**src/rtl/fnd_scan_ctrl_pkg.sv**
```systemverilog
// Shared constants and helpers for the FND scan controller.
// The encodings here must match the downstream BCD-to-segment decoder.
package fnd_pkg;

  localparam int         FND_DIGITS  = 4;
  localparam logic [3:0] FND_COM_OFF = 4'hF;
  localparam logic [3:0] BCD_BLANK   = 4'hF;
  localparam logic [3:0] BCD_DOT     = 4'd10;

  function automatic int div_ceil(input int a, input int b);
    return (a + b - 1) / b;
  endfunction

endpackage

```
**src/rtl/fnd_scan_ctrl_tick_gen.sv**
```systemverilog
// Modulo-MOD counter that emits a one-clock wrap pulse on its final enabled count.
// i_clr restarts the count from zero and takes priority over i_en.
module tick_gen #(
  parameter int MOD = 4
) (
  input  logic clk,
  input  logic rst,
  input  logic i_en,
  input  logic i_clr,
  output logic o_wrap
);

  localparam int         W    = (MOD > 1) ? $clog2(MOD) : 1;
  localparam logic [W-1:0] LAST = W'(MOD - 1);

  logic [W-1:0] r_cnt;

  // NOTE: sequential state uses non-blocking assignments so every register samples pre-edge values.
  always_ff @(posedge clk) begin
    if (rst || i_clr) begin
      r_cnt <= '0;
    end else if (i_en) begin
      r_cnt <= (r_cnt == LAST) ? '0 : r_cnt + 1'b1;
    end
  end

  assign o_wrap = i_en && (r_cnt == LAST);

endmodule

```
**src/rtl/fnd_scan_ctrl.sv**
```systemverilog
// Time-multiplexed scan controller for the 4-digit common-anode FND.
// Selects one digit per slot, applies blink/blank, and blanks one clock per slot against ghosting.
module fnd_scan_ctrl
  import fnd_pkg::*;
#(
  parameter int CLK_HZ   = 100_000_000,
  parameter int SCAN_HZ  = 1000,
  parameter int BLINK_HZ = 2
) (
  input  logic        clk,
  input  logic        rst,
  input  logic [15:0] digits,
  input  logic [3:0]  blink_mask,
  input  logic        blank,
  input  logic        blink_sync,
  output logic [3:0]  bcd,
  output logic [3:0]  fnd_com,
  output logic        blink_on
);

  localparam int SCAN_DIV    = CLK_HZ / SCAN_HZ;
  localparam int BLINK_TICKS = div_ceil(SCAN_HZ, 2 * BLINK_HZ);

  logic       w_scan_tick;
  logic       w_blink_wrap;
  logic       w_visible;
  logic [3:0] w_com_nxt;
  logic [3:0] w_bcd_nxt;

  logic [1:0] r_sel;
  logic       r_blink_on;
  logic [3:0] r_com;
  logic [3:0] r_bcd;

  tick_gen #(.MOD(SCAN_DIV)) u_prescaler (
    .clk    (clk),
    .rst    (rst),
    .i_en   (1'b1),
    .i_clr  (1'b0),
    .o_wrap (w_scan_tick)
  );

  tick_gen #(.MOD(BLINK_TICKS)) u_blink_cnt (
    .clk    (clk),
    .rst    (rst),
    .i_en   (w_scan_tick),
    .i_clr  (blink_sync),
    .o_wrap (w_blink_wrap)
  );

  always_ff @(posedge clk) begin
    if (rst) begin
      r_sel <= 2'd0;
    end else if (w_scan_tick) begin
      r_sel <= r_sel + 2'd1;
    end
  end

  // A sync pulse wins over a toggle landing on the same edge.
  always_ff @(posedge clk) begin
    if (rst || blink_sync) begin
      r_blink_on <= 1'b1;
    end else if (w_blink_wrap) begin
      r_blink_on <= ~r_blink_on;
    end
  end

  // NOTE: defaults first so every path assigns every output and no latch is inferred.
  always_comb begin
    w_com_nxt = FND_COM_OFF;
    w_bcd_nxt = BCD_BLANK;
    w_visible = !blank && !(blink_mask[r_sel] && !r_blink_on);
    if (!w_scan_tick && w_visible) begin
      w_com_nxt = ~(4'b0001 << r_sel);
      w_bcd_nxt = digits[{r_sel, 2'b00} +: 4];
    end
  end

  always_ff @(posedge clk) begin
    if (rst) begin
      r_com <= FND_COM_OFF;
      r_bcd <= BCD_BLANK;
    end else begin
      r_com <= w_com_nxt;
      r_bcd <= w_bcd_nxt;
    end
  end

  assign fnd_com  = r_com;
  assign bcd      = r_bcd;
  assign blink_on = r_blink_on;

endmodule

```
**config.mk**
```make
export PLATFORM = sky130hd
export DESIGN_NAME = fnd_scan_ctrl
export DESIGN_NICKNAME = d
export VERILOG_FILES = /design/src/rtl/fnd_scan_ctrl_pkg.sv /design/src/rtl/fnd_scan_ctrl_tick_gen.sv /design/src/rtl/fnd_scan_ctrl.sv
export SDC_FILE = /design/constraint.sdc
export NUM_CORES = 1
export LEC_CHECK = 0
export BUFFER_PORTS_ARGS = -buffer_cell sky130_fd_sc_hd__buf_2
export CORE_MARGIN = 3
export CORE_UTILIZATION = 42
export CTS_CLUSTER_DIAMETER = 40
export DETAILED_ROUTE_END_ITERATION = 12
export SETUP_SLACK_MARGIN = 0.05
export SLEW_MARGIN = 15
export SYNTH_ARGS = -nofsm -noshare
export SYNTH_HDL_FRONTEND = slang
export SYNTH_HIERARCHICAL = 1
export SYNTH_SLANG_ARGS = --single-unit
```
**constraint.sdc**
```tcl
create_clock -name clk -period 6.5 [get_ports clk]
set_clock_uncertainty 0.2 [all_clocks]
set_input_delay 1.3 -clock clk [delete_from_list [all_inputs] [get_ports clk]]
set_output_delay 1.3 -clock clk [all_outputs]
set_load 0.005 [all_outputs]
```
==> impl_metrics.toml <==
[critical_path]
slowest_stage = "nor2_1"
end_kind = "flip-flop"
max_stage_delay_ns = 0.67
critPathRequiredTime_ns = 6.47
worst_ep_arrival_time_ns = 3.36
critical_path_class = "flip-flop to flip-flop"
start_kind = "flip-flop"
crit_path_frequent_cell = "nor2_1"
path_max_fanout = 11
cpLargestDelayFamily = "simple AND/OR/NAND/NOR gates"
path_buf_inv = 0
path_cells = "or4b_1 > or4_4 > nor2_1 > nand4_1 > nor2_1 > xor2_1 > or3_1"

[clocking]
post_cts_buffers = 0
cts_hold_buf = 0
cts_sinks = 36
h-tree-depth = 2
clk_pin_slew_ns = 0.07
clk_latency_ns = 0.28
cts_tree = "built"
cts_root_buf = "clkbuf_8"
max-clock-path-buffers = 2
cts_buffers = 5
postCtsResizedCells = 0

[logic_synthesis]
netlist_area_mm2 = 0.00179
syn_avg_cell_area_um2 = 9.58
synth_compound_area_share_pct = 7.05
synth_mux_area_share_pct = 7.26
yosys_warnings = 6
ys_ff_latch = 36
synthAdderAreaFrac_pct = 4.89
synthSimpleGateAreaFrac_pct = 27.7
synth_top_family_by_area = "simple AND/OR/NAND/NOR gates"
syn_inst = 187
synth.distinct_cells = 41
yosys-top-cells-area = "dfxtp_1, xnor2_1, mux4_2"
yosysTopAreaCellShare_pct = 40.2
synth.largest_area_cell = "dfxtp_1"
synth_xor_area_share_pct = 8.80
ys_seq_area_share_pct = 40.2

[placement]
gp_congestion = 0.785
port_buffers = 32
dp_hpwl_mm = 2.58

[timing]
drv_slew = 0
slew_headroom_pct = 43.3
max_slew.worst_pin.slew_ns = 0.847
period_minus_slack_ns = 3.39
finalSetupViolCount = 0
setup_tns_ns = 0
rsz0062_at_grt = "false"
finalHoldViolations = 0
max_freq_mhz = 295
post-route-period-util_pct = 52.2

[global_route]
grt_max_degree = 14
grt_usage_pct = 14.5
grt_overflow = 0
grt_pass1_vias = 1345
antenna_found_initial = 0
grt_pass1_wl_mm = 5.91

[floorplan]
ios = 33
start_util_pct = 44.2
die-area_mm2 = 0.00509
die_w_um = 71.3
row_count = 23
core_mm2 = 0.00406
die_h_um = 71.3

[finish]
diodes = 0
fillers = 387
layout_common_cells = "dfxtp_1, buf_2, nor2_1, nand3_1"
final_layout_size_suffix_gt1_share_pct = 23.8
layout_commonest_cell = "dfxtp_1"
areaGrowthSynthToFinish_pct = 17.0
layout.nets = 261
fin_util_pct = 51.6

[flow_run]
cap_violations = 0

[power]
power_density_mw_per_mm2 = 191
p_leak_nw = 0.723
ir_drop_v = 0.000158
power_uw = 400

[detailed_routing]
viasPerCell = 5.02
ant_nets = 0
firstDrtPassIters = 4
wl_per_cell_um = 12.0
route.detailed.drc = 0
vias = 1410
drt_iter0_markers = 26
routed_wl_mm = 3.38

[status]
outcome = "finished clean"

[min_path]
min-delay-path-class = "flip-flop to flip-flop"
==> final cells by class <==
cell class                 count  area, um^2  share of cell area [%]
multi-input combinational    149        1040                    49.6
sequential                    36         721                    34.4
timing repair buffer          32         160                    7.64
clock buffer                   8        90.1                    4.30
tap                           50        62.6                    2.99
inverter                       6        22.5                    1.07
==> synth_stat cells (all sizes together) <==
| master | count |
|---|---|
| mux4 | 4 |
| nand3 | 13 |
| ha | 7 |
| nor4 | 6 |
| nand2 | 10 |
| mux2 | 2 |
| nor3 | 7 |
| mux2i | 1 |
| xor2 | 7 |
| nand3b | 8 |
| or2 | 4 |
| nor2b | 1 |
| conb | 2 |
| a21oi | 4 |
| dfxtp | 36 |
| a22oi | 1 |
| buf | 5 |
| o211ai | 1 |
| and2b | 1 |
| and4 | 1 |
| nand2b | 1 |
| a211oi | 1 |
| or3 | 3 |
| and3 | 1 |
| nand4 | 8 |
| xnor2 | 11 |
| nor2 | 22 |
| or4 | 1 |
| o31a | 1 |
| o21ba | 1 |
| o21ai | 4 |
| a31oi | 2 |
| or3b | 1 |
| or4b | 2 |
| o21bai | 1 |
| inv | 6 |
==> worst reg2reg max path, stage by stage (launching register included) <==
cell and delay (ns):
dfxtp_1 0.36, or4b_1 0.55, or4_4 0.57, nor2_1 0.67
nand4_1 0.36, nor2_1 0.21, xor2_1 0.07, or3_1 0.29
==> metrics by stage <==
step | setup WS (ns) | instances | hold WS, ns | cell area (um^2)
floorplan | 3.68 | 196 | 0.270 | 1830
global placement | 3.24 | 273 | 0.295 | 2010
detailed placement | 3.17 | 273 | 0.300 | 2010
CTS | 3.17 | 281 | 0.309 | 2100
global route | 2.95 | 281 | 0.339 | 2100
finish | 3.11 | 281 | 0.305 | 2100
==> registers in the layout, indices dropped and copies added (netlist names) <==
signal	count
u_blink_cnt/r_cnt	8
r_sel	2
fnd_com	4
u_prescaler/r_cnt	17
blink_on	1
bcd	4
==> cells by family (layout without fill, tap and decap cells) <==
logic type	after synthesis	count (layout)
AND/OR/NAND/NOR	90	90
flip-flops	36	36
XOR/XNOR	18	18
AO/OA/AOI/OAI	16	16
buffers and inverters	11	46
adder cells (fa/ha/maj)	7	7
multiplexers	7	7
other	2	11
==> where the power goes <==
part	switching, mW	internal, mW	total [mW]
registers	0.000604	0.222	0.223
clock network	0.0725	0.0864	0.159
logic	0.00823	0.0104	0.0187
==> final timing paths <==
kind	end	cells after the start	slack, ns	start
worst min register to register	u_blink_cnt/r_cnt[7]$_SDFFE_PP0P_	2	0.30	u_blink_cnt/r_cnt[7]$_SDFFE_PP0P_
worst min-delay path	u_blink_cnt/r_cnt[7]$_SDFFE_PP0P_	2	0.30	u_blink_cnt/r_cnt[7]$_SDFFE_PP0P_
worst max-delay path	blink_on$_SDFFE_PP1P_	7	3.11	u_prescaler/r_cnt[5]$_SDFFE_PP0P_
worst max register to register	blink_on$_SDFFE_PP1P_	7	3.11	u_prescaler/r_cnt[5]$_SDFFE_PP0P_
==> per-layer routing <==
metal,global-route usage [%],part of all wire (%),up-vias
met4,6.47,1.5,0
met3,4.35,4.2,7
met2,23.1,47,22
met1,18.2,47,641
li1,-,-,740
met5,0,0,-
Note: power is estimated with default switching activity, not from simulation.
